==> src/rtl/fpu_dispatch_pkg.sv <==
// Shared encodings for the FPU issue path: op codes, execution unit indices and dispatcher states.
// Optional abort of a stalled unit is enabled by defining FPU_DISPATCH_TIMEOUT_EN.
package fpu_dispatch_pkg;

    localparam logic [3:0] OP_ADD      = 4'd0;
    localparam logic [3:0] OP_SUB      = 4'd1;
    localparam logic [3:0] OP_MUL      = 4'd2;
    localparam logic [3:0] OP_DIV      = 4'd3;
    localparam logic [3:0] OP_FEQ      = 4'd4;
    localparam logic [3:0] OP_FLT      = 4'd5;
    localparam logic [3:0] OP_FLE      = 4'd6;
    localparam logic [3:0] OP_CVT_W_S  = 4'd7;
    localparam logic [3:0] OP_CVT_WU_S = 4'd8;
    localparam logic [3:0] OP_CVT_S_W  = 4'd9;
    localparam logic [3:0] OP_CVT_S_WU = 4'd10;
    localparam logic [3:0] OP_SGNJ     = 4'd11;
    localparam logic [3:0] OP_SGNJN    = 4'd12;
    localparam logic [3:0] OP_SGNJX    = 4'd13;

    localparam logic [2:0] U_ADDSUB = 3'd0;
    localparam logic [2:0] U_MUL    = 3'd1;
    localparam logic [2:0] U_DIV    = 3'd2;
    localparam logic [2:0] U_CMP    = 3'd3;
    localparam logic [2:0] U_CVT    = 3'd4;
    localparam logic [2:0] U_SGNJ   = 3'd5;

    typedef enum logic [1:0] {IDLE, ISSUE, WAIT, HOLD} state_t;

endpackage

==> src/rtl/fpu_op_decode.sv <==
// Maps an FPU_Control op code onto the execution unit that implements it.
// Codes 14 and 15 have no unit and are flagged illegal.
module fpu_op_decode
    import fpu_dispatch_pkg::*;
(
    input  logic [3:0] fpu_control,
    output logic [2:0] unit,
    output logic       illegal
);

    always_comb begin
        unit    = U_ADDSUB;
        illegal = 1'b0;
        case (fpu_control)
            OP_ADD, OP_SUB:                                     unit = U_ADDSUB;
            OP_MUL:                                             unit = U_MUL;
            OP_DIV:                                             unit = U_DIV;
            OP_FEQ, OP_FLT, OP_FLE:                             unit = U_CMP;
            OP_CVT_W_S, OP_CVT_WU_S, OP_CVT_S_W, OP_CVT_S_WU:   unit = U_CVT;
            OP_SGNJ, OP_SGNJN, OP_SGNJX:                        unit = U_SGNJ;
            default:                                            illegal = 1'b1;
        endcase
    end

endmodule

==> src/rtl/fpu_op_dispatch.sv <==
// Issues one FP op at a time to its execution unit, waits for done and holds the result for writeback.
// Define FPU_DISPATCH_TIMEOUT_EN to abort a WAIT that exceeds TIMEOUT_CYC cycles.
module fpu_op_dispatch
    import fpu_dispatch_pkg::*;
#(
    parameter int DATA_W      = 32,
    parameter int NUM_UNITS   = 6,
    parameter int TIMEOUT_CYC = 64
) (
    input  logic                        clk,
    input  logic                        rst_n,
    input  logic                        op_valid,
    output logic                        op_ready,
    input  logic [3:0]                  FPU_Control,
    input  logic [DATA_W-1:0]           rs1_data,
    input  logic [DATA_W-1:0]           rs2_data,
    output logic [NUM_UNITS-1:0]        unit_start,
    output logic [DATA_W-1:0]           unit_a,
    output logic [DATA_W-1:0]           unit_b,
    output logic [3:0]                  unit_ctrl,
    input  logic [NUM_UNITS-1:0]        unit_done,
    input  logic [NUM_UNITS*DATA_W-1:0] unit_result,
    output logic                        res_valid,
    input  logic                        res_ready,
    output logic [DATA_W-1:0]           res_data,
    output logic                        res_illegal,
    output logic                        res_timeout
);

    state_t            state;
    logic [2:0]        sel;
    logic [2:0]        dec_unit;
    logic              dec_illegal;
    logic              sel_done;
    logic [DATA_W-1:0] sel_result;
    logic              timeout_hit;

    fpu_op_decode u_decode (
        .fpu_control (FPU_Control),
        .unit        (dec_unit),
        .illegal     (dec_illegal)
    );

    // Only the selected unit is listened to; done from any other unit is ignored.
    assign sel_done   = unit_done[sel];
    assign sel_result = unit_result[sel*DATA_W +: DATA_W];

`ifdef FPU_DISPATCH_TIMEOUT_EN
    localparam int CNT_W = $clog2(TIMEOUT_CYC + 1);
    logic [CNT_W-1:0] wait_cnt;

    assign timeout_hit = (state == WAIT) && !sel_done && (wait_cnt == CNT_W'(TIMEOUT_CYC - 1));

    always_ff @(posedge clk or negedge rst_n) begin
        if (!rst_n) begin
            wait_cnt    <= '0;
            res_timeout <= 1'b0;
        end else begin
            if (state == IDLE && op_valid)
                wait_cnt <= '0;
            else if (state == WAIT)
                wait_cnt <= wait_cnt + 1'b1;
            if (timeout_hit)
                res_timeout <= 1'b1;
            else if (state == HOLD && res_ready)
                res_timeout <= 1'b0;
        end
    end
`else
    assign timeout_hit = 1'b0;
    assign res_timeout = 1'b0;
`endif

    always_ff @(posedge clk or negedge rst_n) begin
        if (!rst_n) begin
            state       <= IDLE;
            sel         <= '0;
            op_ready    <= 1'b1;
            unit_start  <= '0;
            unit_a      <= '0;
            unit_b      <= '0;
            unit_ctrl   <= '0;
            res_valid   <= 1'b0;
            res_data    <= '0;
            res_illegal <= 1'b0;
        end else begin
            case (state)
                IDLE: begin
                    if (op_valid) begin
                        op_ready  <= 1'b0;
                        unit_a    <= rs1_data;
                        unit_b    <= rs2_data;
                        unit_ctrl <= FPU_Control;
                        sel       <= dec_unit;
                        if (dec_illegal) begin
                            res_illegal <= 1'b1;
                            res_data    <= '0;
                            res_valid   <= 1'b1;
                            state       <= HOLD;
                        end else begin
                            unit_start <= NUM_UNITS'(1) << dec_unit;
                            state      <= ISSUE;
                        end
                    end
                end
                ISSUE: begin
                    unit_start <= '0;
                    if (sel_done) begin
                        res_data  <= sel_result;
                        res_valid <= 1'b1;
                        state     <= HOLD;
                    end else begin
                        state <= WAIT;
                    end
                end
                WAIT: begin
                    if (sel_done) begin
                        res_data  <= sel_result;
                        res_valid <= 1'b1;
                        state     <= HOLD;
                    end else if (timeout_hit) begin
                        res_data  <= '0;
                        res_valid <= 1'b1;
                        state     <= HOLD;
                    end
                end
                HOLD: begin
                    // Returning to IDLE takes the whole cycle, so no op is accepted on the release edge.
                    if (res_ready) begin
                        res_valid   <= 1'b0;
                        res_illegal <= 1'b0;
                        op_ready    <= 1'b1;
                        state       <= IDLE;
                    end
                end
                default: state <= IDLE;
            endcase
        end
    end

endmodule

==> config.mk <==
export PLATFORM = sky130hd
export DESIGN_NAME = fpu_op_dispatch
export DESIGN_NICKNAME = d
export VERILOG_FILES = /design/src/rtl/fpu_dispatch_pkg.sv /design/src/rtl/fpu_op_decode.sv /design/src/rtl/fpu_op_dispatch.sv
export SDC_FILE = /design/constraint.sdc
export NUM_CORES = 1
export LEC_CHECK = 0
export ABC_AREA = 1
export BUFFER_PORTS_ARGS = -buffer_cell sky130_fd_sc_hd__buf_2
export CORE_AREA = 2 2 150 152
export CTS_BUF_LIST = sky130_fd_sc_hd__clkbuf_4
export DETAILED_ROUTE_END_ITERATION = 8
export DIE_AREA = 0 0 152 154
export GPL_TIMING_DRIVEN = 0
export PLACE_DENSITY_LB_ADDON = 0.2
export SLEW_MARGIN = 5
export SYNTH_ARGS = -nofsm -noshare
export SYNTH_HDL_FRONTEND = slang
export SYNTH_HIERARCHICAL = 1
export SYNTH_SLANG_ARGS = --single-unit
==> constraint.sdc <==
create_clock -name clk -period 1.96 [get_ports clk]
set_clock_uncertainty 0.15 [all_clocks]
set_input_delay 0.392 -clock clk [delete_from_list [all_inputs] [get_ports clk]]
set_output_delay 0.392 -clock clk [all_outputs]
set_load 0.01 [all_outputs]
==> summary.md, run 1 <==
| Metric | Value |
|---|---|
| Met2 wire length | `13.6 mm` |
| FFs w/ async S/R, synth | `100%` |
| Synth Net Count | `1030` |
| F_max | `533 MHz` |
| Yosys cell types | `33` |
| Post-DR wirelength/cell | `17.7 um` |
| Post-synthesis simple-gate area fraction | `27.2%` |
| Fraction of synthesized area in multiplexers | `11.8%` |
| Cell Pwr Density | `1540 nW/um^2` |
| Critical path buffer and inverter count | `6` |
| Worst vdd ir | `894 uV` |
| Number of port buffers | `378` |
| Worst slew pin tran | `613 ps` |
| Grt ovf | `0` |
| Final GP Congestion | `0.848` |
| Ys flop type | `dfrtp_1` |
| Gate Count Post-Synth | `756` |
| Critical path capture point type | `register` |
| Synth cell count leaders | `225 x nand2_1, 113 x dfrtp_1, 106 x nand3_1` |
| Placed cell areas | `8770 um^2` |
| FP Rows | `54` |
| Top cells by area, synth | `dfrtp_1 44%, nand2_1 13%, mux2_2 12%, nand3_1 8.2%, o21ai_2 2.7%` |
| Tmin final | `1880 ps` |
| Outcome | `finished, final reports clean` |
| Avg Vias per Cell | `4.66` |
| Clock transition at path regs | `100 ps` |
| Synth Area in Adders | `0.771%` |
| CP Class | `input port to register` |
| Placed cell count | `1415` |
| Wl on met1 | `11.3 mm` |
| Pre-CTS setup slack | `-190 ps` |
| CTS tree | `built` |
| Initial antenna violation count | `11` |
| CTS Buf Count | `17` |
| Reg2Reg Capture Point | `res_data[30]` |
| CP required | `2220 ps` |
| Die X | `152 um` |
| Largest net degree at the start of global routing | `85` |
| Final worst path period share | `95.8%` |
| Number of global-route vias before repair | `7374` |
| Uppermost layer routed | `met5` |
| Slew headroom | `59.1%` |
| Cell family with most CP delay | `buffers and inverters` |
| Fin nets | `1504` |
| WHS Endpoint | `unit_ctrl[1]` |
| Reg2Reg Setup Slack | `90 ps` |
| Max clock buf depth | `2` |
| Core area | `21700 um^2` |
| Initial DRT Pass Iterations | `5` |
| Initial Utilization | `29.9%` |
| Launching point of the worst reg2reg path | `sel[0]` |
| Post-synthesis register bit count | `114` |
| HP Start | `FPU_Control[1]` |
| First-pass GRT wire length | `41.7 mm` |
| Max H-tree Level | `4` |
| Detailed Route WL | `27.2 mm` |
| CP cell instances | `dlygate4sd3_1, buf_2, inv_1, nor2_4, nor2_2, inv_1, o21ai_4, nor2_4, buf_12, nand2_8, buf_12, nand2_2, o21ai_2` |
| DRC | `0` |
| CP peak stage delay | `520 ps` |
| Area grow syn2layout | `53.7%` |
| Post-Syn Area | `6490 um^2` |
| Vias | `7140` |
| Non-Filler Instances | `1532` |
| XOR/XNOR share of the synthesized area | `0%` |
| Pins Over Slew Limit | `0` |
| HPWL after DPL | `20.3 mm` |
| Full die area | `23400 um^2` |
| # setup viols final | `0` |
| Clk_lat worst skew | `530 ps` |
| Share of layout cells above drive strength 1 | `48.8%` |
| Fin worst setup slack | `83.1 ps` |
| Leakage power | `5.15 nW` |
| Avg Cell Area, Syn | `8.58 um^2` |
| Arrival time at the worst endpoint | `2140 ps` |
| Seq/Total Area, Yosys | `44.0%` |
| Antenna-violating nets left | `0` |
| Clock root buffer | `clkbuf_4` |
| Setup TNS | `0 ps` |
| Top-area cell type share of the netlist area | `43.6%` |
| Cell at the slowest stage of the critical path | `dlygate4sd3_1` |
| Critical Path Fanout Max | `10` |
| Count of max-cap constraint violations | `0` |
| # IOs | `380` |
| Most frequent cell after synthesis | `nand2_1` |
| Initial DRC count | `480` |
| Final Hold Fails | `0` |
| Design Area, Final | `9980 um^2` |
| Reg2reg path depth | `9` |
| Yosys warns | `6` |
| WHS Path Cells | `2` |
| EDFF count, synth | `0` |
| Worst Hold Class | `input port to register` |
| Setup crit start kind | `input port` |
| Clk sinks | `114` |
| Unrepaired setup endpoints after global routing | `yes` |
| Largest family of logic cells by synthesized area | `simple AND/OR/NAND/NOR gates` |
| GRT Resource Usage Total | `22.9%` |
| Wire length on met3 | `1.76 mm` |
| Area leader, netlist | `dfrtp_1` |
| Post-synthesis compound-gate area fraction | `10.0%` |
| Die H | `154 um` |
==> per-layer routing <==
layer	up-vias	global-route usage (%)
met4	6	6.90
li1	3494	-
met5	-	0
met2	283	40.2
met3	33	6.14
met1	3324	27.5
==> cells by family (layout without fill, tap and decap cells) <==
| logic type | Yosys count | after routing |
|---|---|---|
| and+or+nand+nor | 393 | 394 |
| other | 1 | 10 |
| DFF | 114 | 114 |
| adders and majority gates | 4 | 4 |
| buffers and inverters | 79 | 565 |
| AOI/OAI and AO/OA | 97 | 97 |
| muxes | 68 | 68 |
==> layout make-up <==
class                   count  area, um^2
well taps                 280         350
diodes                      9        22.5
fillers                  2202       11700
clock inverters            15         156
multi-input cells         564        3290
plain buffers              53         382
clock buffers              17         128
repair buffers            455        2700
flip-flops and latches    114        2850
inverters                  25        98.8
==> sequential cells by signal, indices dropped and copies added (netlist names) <==
name         flops
res_data        32
unit_a          32
unit_b          32
unit_start       6
unit_ctrl        4
sel              3
state            2
op_ready         1
res_illegal      1
res_valid        1
==> power by group <==
part,internal (mW),switching (mW),total (mW)
Sequential,3.39,0.513,3.90
Clock,0.765,1.04,1.80
Combinational,4.07,5.59,9.66
Total,8.23,7.13,15.4
==> metrics by stage <==
| stage | total power [mW] | hold slack (ps) | utilization, % |
|---|---|---|---|
| 5_1_grt | 16.6 | 11.7 | 46.0 |
| 2_1_floorplan | 9.59 | -53.6 | - |
| 3_3_place_gp | 12.7 | 312 | 40.3 |
| 6_report | 15.4 | 52.5 | 46.0 |
| 3_5_place_dp | 12.8 | 151 | 40.4 |
| 4_1_cts | 15.0 | 11.5 | 45.2 |
==> how the worst max path moves through the flow <==
stage / startpoint / endpoint / depth (start not counted)
2_1_floorplan: state[0] / res_data[10] / 9
3_3_place_gp: rst_n / unit_a[18] / 1
3_5_place_dp: state[0] / res_data[13] / 9
4_1_cts: state[1] / res_data[9] / 11
5_1_grt: sel[0] / res_data[30] / 9
6_report: FPU_Control[2] / res_data[9] / 13
==> cells in the final DEF (no fill, tap or decap), drive strengths merged <==
master / instances
ha: 4
clkinvlp: 3
bufinv: 2
or2: 23
dfstp: 1
mux2: 68
o21a: 12
diode: 9
nand3: 107
clkbuf: 38
nor2: 14
o211ai: 21
inv: 29
conb: 1
buf: 419
a21oi: 6
nand2: 247
dlygate4sd3: 68
dfrtp: 113
o22ai: 2
nand4: 3
clkinv: 6
o21ai: 56
==> repair_timing <==
item                                    4_1_cts  5_1_grt
hold buffers                                 68        0
buffers inserted                              3        4
cloned                                        1        1
resized for setup                            20       31
hold endpoints to repair                    144        0
endpoints found under the setup margin       86       51
pin swaps                                     2        4
No activity file was read; power rests on OpenSTA's default activity.
==> run 2, diff against run 1 <==
--- a/config.mk
+++ b/config.mk
@@ -5,12 +5,11 @@
 export SDC_FILE = /design/constraint.sdc
 export NUM_CORES = 1
 export LEC_CHECK = 0
-export ABC_AREA = 1
 export BUFFER_PORTS_ARGS = -buffer_cell sky130_fd_sc_hd__buf_2
-export CORE_AREA = 2 2 150 152
+export CORE_AREA = 2 2 149 151
 export CTS_BUF_LIST = sky130_fd_sc_hd__clkbuf_4
 export DETAILED_ROUTE_END_ITERATION = 8
-export DIE_AREA = 0 0 152 154
+export DIE_AREA = 0 0 151 153
 export GPL_TIMING_DRIVEN = 0
 export PLACE_DENSITY_LB_ADDON = 0.2
 export SLEW_MARGIN = 5
==> run 2 against run 1 <==
Compared with the run above: wire length decreased by 16%; power decreased by 6.2%; sequential power increased by 2%; fmax increased by 0.86%; non-clock buffer count decreased by 18; register-to-register slack about the same; critical path depth decreased by 7; sequential cell count unchanged; global-route usage decreased by 3.3 points; critical path type is now register to register; largest cell class unchanged.
==> summary.md, run 2 <==
| Metric | Value |
|---|---|
| Avg Cell Area, Syn | `11.3 um^2 (+32%)` |
| Final worst path period share | `94.9% (-0.82 points)` |
| Critical path's most frequent cell | `buf_12` |
| Die H | `153 um (-0.65%)` |
| Core area | `21500 um^2 (-0.93%)` |
| Synth cell count leaders | `132 x mux2i_1, 113 x dfrtp_1, 72 x mux2_2` |
| Worst Hold Class | `input port to register` |
| Fin worst setup slack | `99.1 ps (+16.1 ps)` |
| Launching point of the worst reg2reg path | `sel[1]` |
| Top cells by area, synth | `dfrtp_1 45%, mux2i_1 21%, mux2_2 13%, o22ai_1 3.3%, o21ai_0 2.9%` |
| Ys flop type | `dfrtp_1` |
| Synth Net Count | `827 (-20%)` |
| Path length in cells of the critical path | `6 (-7)` |
| Pins Over Slew Limit | `0 (unchanged)` |
| Initial Utilization | `29.2% (-0.73 points)` |
| Tmin final | `1860 ps (-16.1 ps)` |
| Initial DRT Pass Iterations | `4 (-1)` |
| Clock root buffer | `clkbuf_4` |
| Area grow syn2layout | `54.3%` |
| Count of max-cap constraint violations | `0 (unchanged)` |
| Final Hold Fails | `0 (unchanged)` |
| Sequential Area | `2850 um^2 (unchanged)` |
| Placed cell count | `1211 (-14%)` |
| CTS tree | `built` |
| Final GP Congestion | `0.775 (-8.7%)` |
| Critical path capture point type | `register` |
| HPWL after DPL | `17.5 mm (-14%)` |
| Critical Path Fanout Max | `10 (unchanged)` |
| DRC | `0 (unchanged)` |
| First-pass GRT wire length | `34.4 mm (-17%)` |
| CP Class | `register to register` |
| FFs w/ async S/R, synth | `100% (unchanged)` |
| Reg2reg path depth | `6 (-3)` |
| Most frequent cells in the layout | `384 x buf_2, 132 x mux2i_1, 113 x dfrtp_1` |
| Avg Vias per Cell | `4.57 (-2.0%)` |
| Final Util | `45.1% (-0.94 points)` |
| CTS Buf Count | `17 (unchanged)` |
| Largest net degree at the start of global routing | `80 (-5.9%)` |
| Clk_lat worst skew | `510 ps (-20 ps)` |
| Critical path buffer and inverter count | `2 (-4)` |
| CP cell instances | `mux2_2, a21boi_2, a21oi_4, buf_12, buf_12, mux2i_1` |
| Cell Pwr Density | `1490 nW/um^2 (-3.3%)` |
| Leakage power | `4.97 nW (-3.5%)` |
| Clk sinks | `114 (unchanged)` |
| Seq/Total Area, Yosys | `45.5% (+1.5 points)` |
| Post-DR wirelength/cell | `17.4 um (-1.8%)` |
| Max clock buf depth | `2 (unchanged)` |
| HP Start | `op_valid` |
| Max H-tree Level | `4 (unchanged)` |
| Post-Syn Area | `6270 um^2 (-3.4%)` |
| Initial DRC count | `132 (-73%)` |
| Top-area cell type share of the netlist area | `45.1% (+1.5 points)` |
| Power, Total | `14.4 mW (-6.2%)` |
| # IOs | `380 (unchanged)` |
| Non-Filler Instances | `1317 (-14%)` |
| Commonest non-fill, non-tap cell in the layout | `buf_2` |
| WHS Path Cells | `3 (+1)` |
| Pre-CTS setup slack | `-502 ps (-312 ps)` |
| Outcome | `finished, final reports clean` |
| F_max | `537 MHz (+0.86%)` |
| Number of port buffers | `377 (-0.26%)` |
| Reg2Reg Capture Point | `res_data[3]` |
| Reg2Reg Setup Slack | `100 ps (about the same)` |
| # setup viols final | `0 (unchanged)` |
| Clock transition at path regs | `130 ps (+30 ps)` |
| Yosys cell types | `41 (+24%)` |
| CP peak stage delay | `500 ps (-20 ps)` |
| Fin nets | `1297 (-14%)` |
| Grt ovf | `0 (unchanged)` |
| WHS Endpoint | `op_ready` |
| Multi-input gate area | `3090 um^2 (-6.0%)` |
| Cell family with most CP delay | `multiplexers` |
| Arrival time at the worst endpoint | `2120 ps (-20 ps)` |
| EDFF count, synth | `0 (unchanged)` |
| Largest registers | `res_data x32, unit_a x32, unit_b x32` |
| Die X | `151 um (-0.66%)` |
| CP required | `2220 ps (about the same)` |
| GRT Resource Usage Total | `19.6% (-3.3 points)` |
| Vias | `6014 (-16%)` |
| Antenna-violating nets left | `0 (unchanged)` |
| Number of global-route vias before repair | `6258 (-15%)` |
| Post-synthesis register bit count | `114 (unchanged)` |
| Gate Count Post-Synth | `553 (-27%)` |
| Initial antenna violation count | `1 (-10)` |
| Most frequent cell after synthesis | `mux2i_1` |
| Setup crit start kind | `register` |
| Full die area | `23100 um^2 (-1.3%)` |
| Yosys warns | `6 (unchanged)` |
| Worst vdd ir | `668 uV (-25%)` |
| Layout fillers | `2128 (-3.4%)` |
| Setup TNS | `0 ps (unchanged)` |
| FP Rows | `54 (unchanged)` |
| Area leader, netlist | `dfrtp_1` |
| CP startpoint | `sel[1]` |
| Share of layout cells above drive strength 1 | `51.7% (+3.0 points)` |
| Cell at the slowest stage of the critical path | `dfrtp_1` |
| Unrepaired setup endpoints after global routing | `yes` |
| Detailed Route WL | `22.9 mm (-16%)` |
[run 2: changes by cell type after synthesis, moves of 21 or more]
| cell | previous run | this run |
|---|---|---|
| nand3_1 | 106 | 1 |
| nor2_1 | 11 | 34 |
| nand2_1 | 225 | 14 |
| mux2i_1 | 0 | 132 |
| o22ai_1 | 2 | 33 |
| or2_2 | 22 | 1 |
[run 2: worst reg2reg max path, stage by stage, from the launching register on]
cell and delay (ps):
dfrtp_1 500, mux2_2 400, a21boi_2 220, a21oi_4 90, buf_12 140, buf_12 150
mux2i_1 120
[run 2: power by group]
group	switching [mW]	internal (mW)	leakage (nW)
sequential	0.537	3.45	1.39
combinational	4.35	4.17	3.42
clock	1.12	0.797	0.161
[run 2: worst max-delay path by stage]
stage                   end
2_1_floorplan  res_data[10]
3_3_place_gp     unit_a[22]
3_5_place_dp   res_data[27]
4_1_cts        res_data[12]
5_1_grt         res_data[5]
6_report        res_data[3]
[run 2: kinds of logic (layout without fill, tap and decap cells)]
| logic type | Yosys count | count (layout) | synth area share [%] |
|---|---|---|---|
| simple gates | 63 | 63 | 4.45 |
| compound gates | 90 | 90 | 9.04 |
| other cells | 1 | 2 | 0.0598 |
| flops | 114 | 114 | 45.5 |
| mux | 206 | 206 | 34.4 |
| buf+inv | 75 | 558 | 5.80 |
| fa+ha+maj | 4 | 4 | 0.798 |
[run 2: per-stage QoR]
stage	hold slack (ps)	area, um^2
after floorplan	-53.6	6270
after global routing	87.2	9680
after CTS	59.0	9620
after detailed placement	177	8540
after global placement	311	8510
final	129	9680
[run 2: final cells by class]
| cell class | instances | area share, % |
|---|---|---|
| sequential | 114 | 29.5 |
| timing repair buffer | 454 | 27.7 |
| clock buffer | 17 | 1.32 |
| buffer | 36 | 2.79 |
| clock inverter | 15 | 1.77 |
| inverter | 36 | 1.40 |
| multi-input combinational | 364 | 31.9 |
| antenna | 1 | 0.0258 |
| tap | 280 | 3.62 |
[run 2: routing by layer]
metal,vias to the layer above,wire length (um),track usage (%)
met4,0,197,4.36
met3,15,1950,5.67
met1,2822,9150,23.3
met2,266,11600,34.9
li1,2911,-,-
met5,-,0,0
[run 2: timing repair]
item / CTS / global route
hold buffers: 70 / 0
endpoints found under the hold margin: 132 / 0
pin swaps: 1 / 1
buffers inserted: 6 / 0
endpoints found under the setup margin: 110 / 38
resized for setup: 14 / 33
==> run 3, diff against run 2 <==
--- a/config.mk
+++ b/config.mk
@@ -6,10 +6,10 @@
 export NUM_CORES = 1
 export LEC_CHECK = 0
 export BUFFER_PORTS_ARGS = -buffer_cell sky130_fd_sc_hd__buf_2
-export CORE_AREA = 2 2 149 151
+export CORE_AREA = 2 2 147 149
 export CTS_BUF_LIST = sky130_fd_sc_hd__clkbuf_4
 export DETAILED_ROUTE_END_ITERATION = 8
-export DIE_AREA = 0 0 151 153
+export DIE_AREA = 0 0 149 151
 export GPL_TIMING_DRIVEN = 0
 export PLACE_DENSITY_LB_ADDON = 0.2
 export SLEW_MARGIN = 5
==> constraint.sdc (replaced) <==
create_clock -name clk -period 1.55 [get_ports clk]
set_clock_uncertainty 0.15 [all_clocks]
set_input_delay 0.31 -clock clk [delete_from_list [all_inputs] [get_ports clk]]
set_output_delay 0.31 -clock clk [all_outputs]
set_load 0.01 [all_outputs]
==> run 3 against run 2 <==
Compared with the run above: the flow now finishes with violations (setup timing); power is 46% higher; first-iteration DRC count is 8.3% lower; non-clock buffer count is 47 higher; sequential share of layout area is 3.2 points lower; die area is 2.6% lower; sequential cell count stayed put; clock power is 20% higher; via count is 3.6% higher; worst setup slack worse by 440 ps; count of clock-buffer cells in the layout is 1 higher; highest routed layer is now met5.
==> summary.md, run 3 (same netlist as run 2, synthesis figures left out) <==
| Metric | Value |
|---|---|
| DRC | `0 (unchanged)` |
| Final hold slack | `80.4 ps (-48.4 ps)` |
| Final Hold Fails | `0 (unchanged)` |
| Reg2Reg Capture Point | `res_data[19]` |
| Non-Filler Instances | `1360 (+3.3%)` |
| Core area | `20800 um^2 (-3.1%)` |
| CP startpoint | `sel[1]` |
| Worst Hold Class | `input port to register` |
| Tmin final | `1890 ps (+29.7 ps)` |
| Max H-tree Level | `4 (unchanged)` |
| Failing checks | `setup timing` |
| Placed cell count | `1206 (-0.41%)` |
| Slew headroom | `61.1%` |
| Post-DR wirelength/cell | `17.7 um (+1.5%)` |
| Leakage power | `5.49 nW (+10%)` |
| Design Area, Final | `10900 um^2 (+12%)` |
| Worst slew pin tran | `583 ps` |
| CP Class | `register to register` |
| GRT Resource Usage Total | `20.6% (+0.98 points)` |
| F_max | `529 MHz (-1.6%)` |
| Worst vdd ir | `897 uV (+34%)` |
| Layout fillers | `1909 (-10%)` |
| Setup crit end | `res_data[19]` |
| Clock root buffer | `clkbuf_4` |
| Critical Path Fanout Max | `6 (-4)` |
| FP Rows | `53 (-1.9%)` |
| Number of global-route vias before repair | `6392 (+2.1%)` |
| Arrival time at the worst endpoint | `2200 ps (+80 ps)` |
| Avg Vias per Cell | `4.58 (+0.30%)` |
| First-pass GRT wire length | `35.2 mm (+2.2%)` |
| Initial antenna violation count | `3 (+2)` |
| Pins Over Slew Limit | `0 (unchanged)` |
| Die H | `151 um (-1.3%)` |
| WHS Path Cells | `5 (+2)` |
| Initial Utilization | `30.1% (+0.93 points)` |
| Final GP Congestion | `0.818 (+5.6%)` |
| Vias | `6229 (+3.6%)` |
| Max clock buf depth | `2 (unchanged)` |
| Fin worst setup slack | `-341 ps (-440 ps)` |
| CTS tree | `built` |
| Pre-CTS setup slack | `-631 ps (-128 ps)` |
| Clock transition at path regs | `130 ps (about the same)` |
| Initial DRC count | `121 (-8.3%)` |
| Unrepaired setup endpoints after global routing | `yes` |
| Reg2reg path depth | `6 (unchanged)` |
| # setup viols final | `114 (+114)` |
| # IOs | `380 (unchanged)` |
| Initial DRT Pass Iterations | `4 (unchanged)` |
| Share of layout cells above drive strength 1 | `56.2% (+4.5 points)` |
| Detailed Route WL | `24.0 mm (+4.8%)` |
| Cell Pwr Density | `1940 nW/um^2 (+30%)` |
| Antenna-violating nets left | `0 (unchanged)` |
| Setup crit start kind | `register` |
| Final worst path period share | `122% (+27 points)` |
| Commonest non-fill, non-tap cell in the layout | `buf_2` |
| Clk_lat worst skew | `520 ps (about the same)` |
| Area grow syn2layout | `73.4%` |
| Clk sinks | `114 (unchanged)` |
| CTS Buf Count | `17 (unchanged)` |
| NetSw | `8.35 mW (+39%)` |
| Pint | `12.7 mW (+51%)` |
| Reg2Reg Setup Slack | `-340 ps (-440 ps)` |
| HPWL after DPL | `17.0 mm (-2.7%)` |
| Grt ovf | `0 (unchanged)` |
| Number of port buffers | `377 (unchanged)` |
| Largest net degree at the start of global routing | `79 (-1.3%)` |
| Power, Total | `21.1 mW (+46%)` |
| Multi-input gate area | `3280 um^2 (+6.2%)` |
| Outcome | `finished with violations` |
| Count of max-cap constraint violations | `0 (unchanged)` |
| Largest registers | `res_data x32, unit_a x32, unit_b x32` |
| Sequential Area | `2860 um^2 (about the same)` |
| Part of the power in registers | `24.8% (-2.8 points)` |
| Fin nets | `1344 (+3.6%)` |
| Clk network pwr share | `10.9% (-2.4 points)` |
| Sw Ratio | `39.7% (-2.0 points)` |
| Die X | `149 um (-1.3%)` |
| CP required | `1860 ps (-360 ps)` |
| Launching point of the worst reg2reg path | `sel[1]` |
| Full die area | `22500 um^2 (-2.6%)` |
| Combinational power share | `64.3% (+5.2 points)` |
| Most frequent cells in the layout | `317 x buf_2, 129 x mux2i_1, 111 x dfrtp_1` |
| Critical path capture point type | `register` |
| Placed cell areas | `8590 um^2 (+0.60%)` |
-- run 3: cell count changes in the layout (fill, tap and decap cells not counted), moves of 4 or more --
cell,before,now
buf_6,5,65
clkbuf_2,10,6
buf_8,0,10
buf_2,384,317
nand2_2,1,5
mux2_2,72,67
mux2_4,0,5
nand2_1,13,7
buf_16,1,6
buf_4,9,44
-- run 3: metrics by stage --
step	TNS, ps	util, %
after global placement	-239760	41.1
after detailed placement	-62440	41.3
after floorplan	-20920	-
after CTS	-24490	50.7
final	-21490	52.2
after global routing	-34230	52.2
-- run 3: worst min-delay path by stage --
stage                                 from            end  slack, ps
after floorplan                      rst_n    res_data[0]       -140
after global placement       unit_start[1]  unit_start[1]        310
after detailed placement             rst_n    res_data[9]        100
after CTS                 unit_result[111]   res_data[15]         20
after global routing                 rst_n    res_data[5]         70
final                      unit_result[86]   res_data[22]         80
-- run 3: metal layers --
layer,GRT usage (%),up-vias,wire (um)
met5,0,-,13
met4,6.90,2,435
met3,6.05,24,1800
met2,36.6,254,12300
met1,23.8,2949,9520
li1,-,3000,-
-- run 3: worst max-delay path, cell delays in order, from the launching register on --
cell	delay, ps
dfrtp_2	480
mux2i_2	180
o32a_4	350
a21oi_4	160
buf_8	160
clkbuf_16	160
mux2i_1	180
-- run 3: area by class of cell --
cell class | instances | area share [%]
Timing Repair Buffer | 506 | 33.8
Inverter | 36 | 1.27
Clock inverter | 14 | 1.36
Antenna cell | 2 | 0.0460
Multi-Input combinational cell | 364 | 30.2
Clock buffer | 18 | 1.24
Tap cell | 275 | 3.16
Buffer | 31 | 2.70
Sequential cell | 114 | 26.3
-- run 3: timing repair --
item	CTS	global route
endpoints found under the hold margin	183	0
hold buffers	70	0
endpoints found under the setup margin	221	221
gates resized for setup	141	45
gates cloned	7	3
pin swaps	13	3
buffers inserted	34	16
-- run 3: power groups by stage --
| stage | Sequential [mW] | Clock, mW | Combinational, mW |
|---|---|---|---|
| after global placement | 5.05 | 0 | 10.3 |
| final | 5.23 | 2.29 | 13.5 |
| after CTS | 5.13 | 2.38 | 12.7 |
| after global routing | 5.40 | 2.53 | 14.5 |
| after floorplan | 5.70 | 0 | 6.24 |
| after detailed placement | 5.09 | 0 | 10.4 |
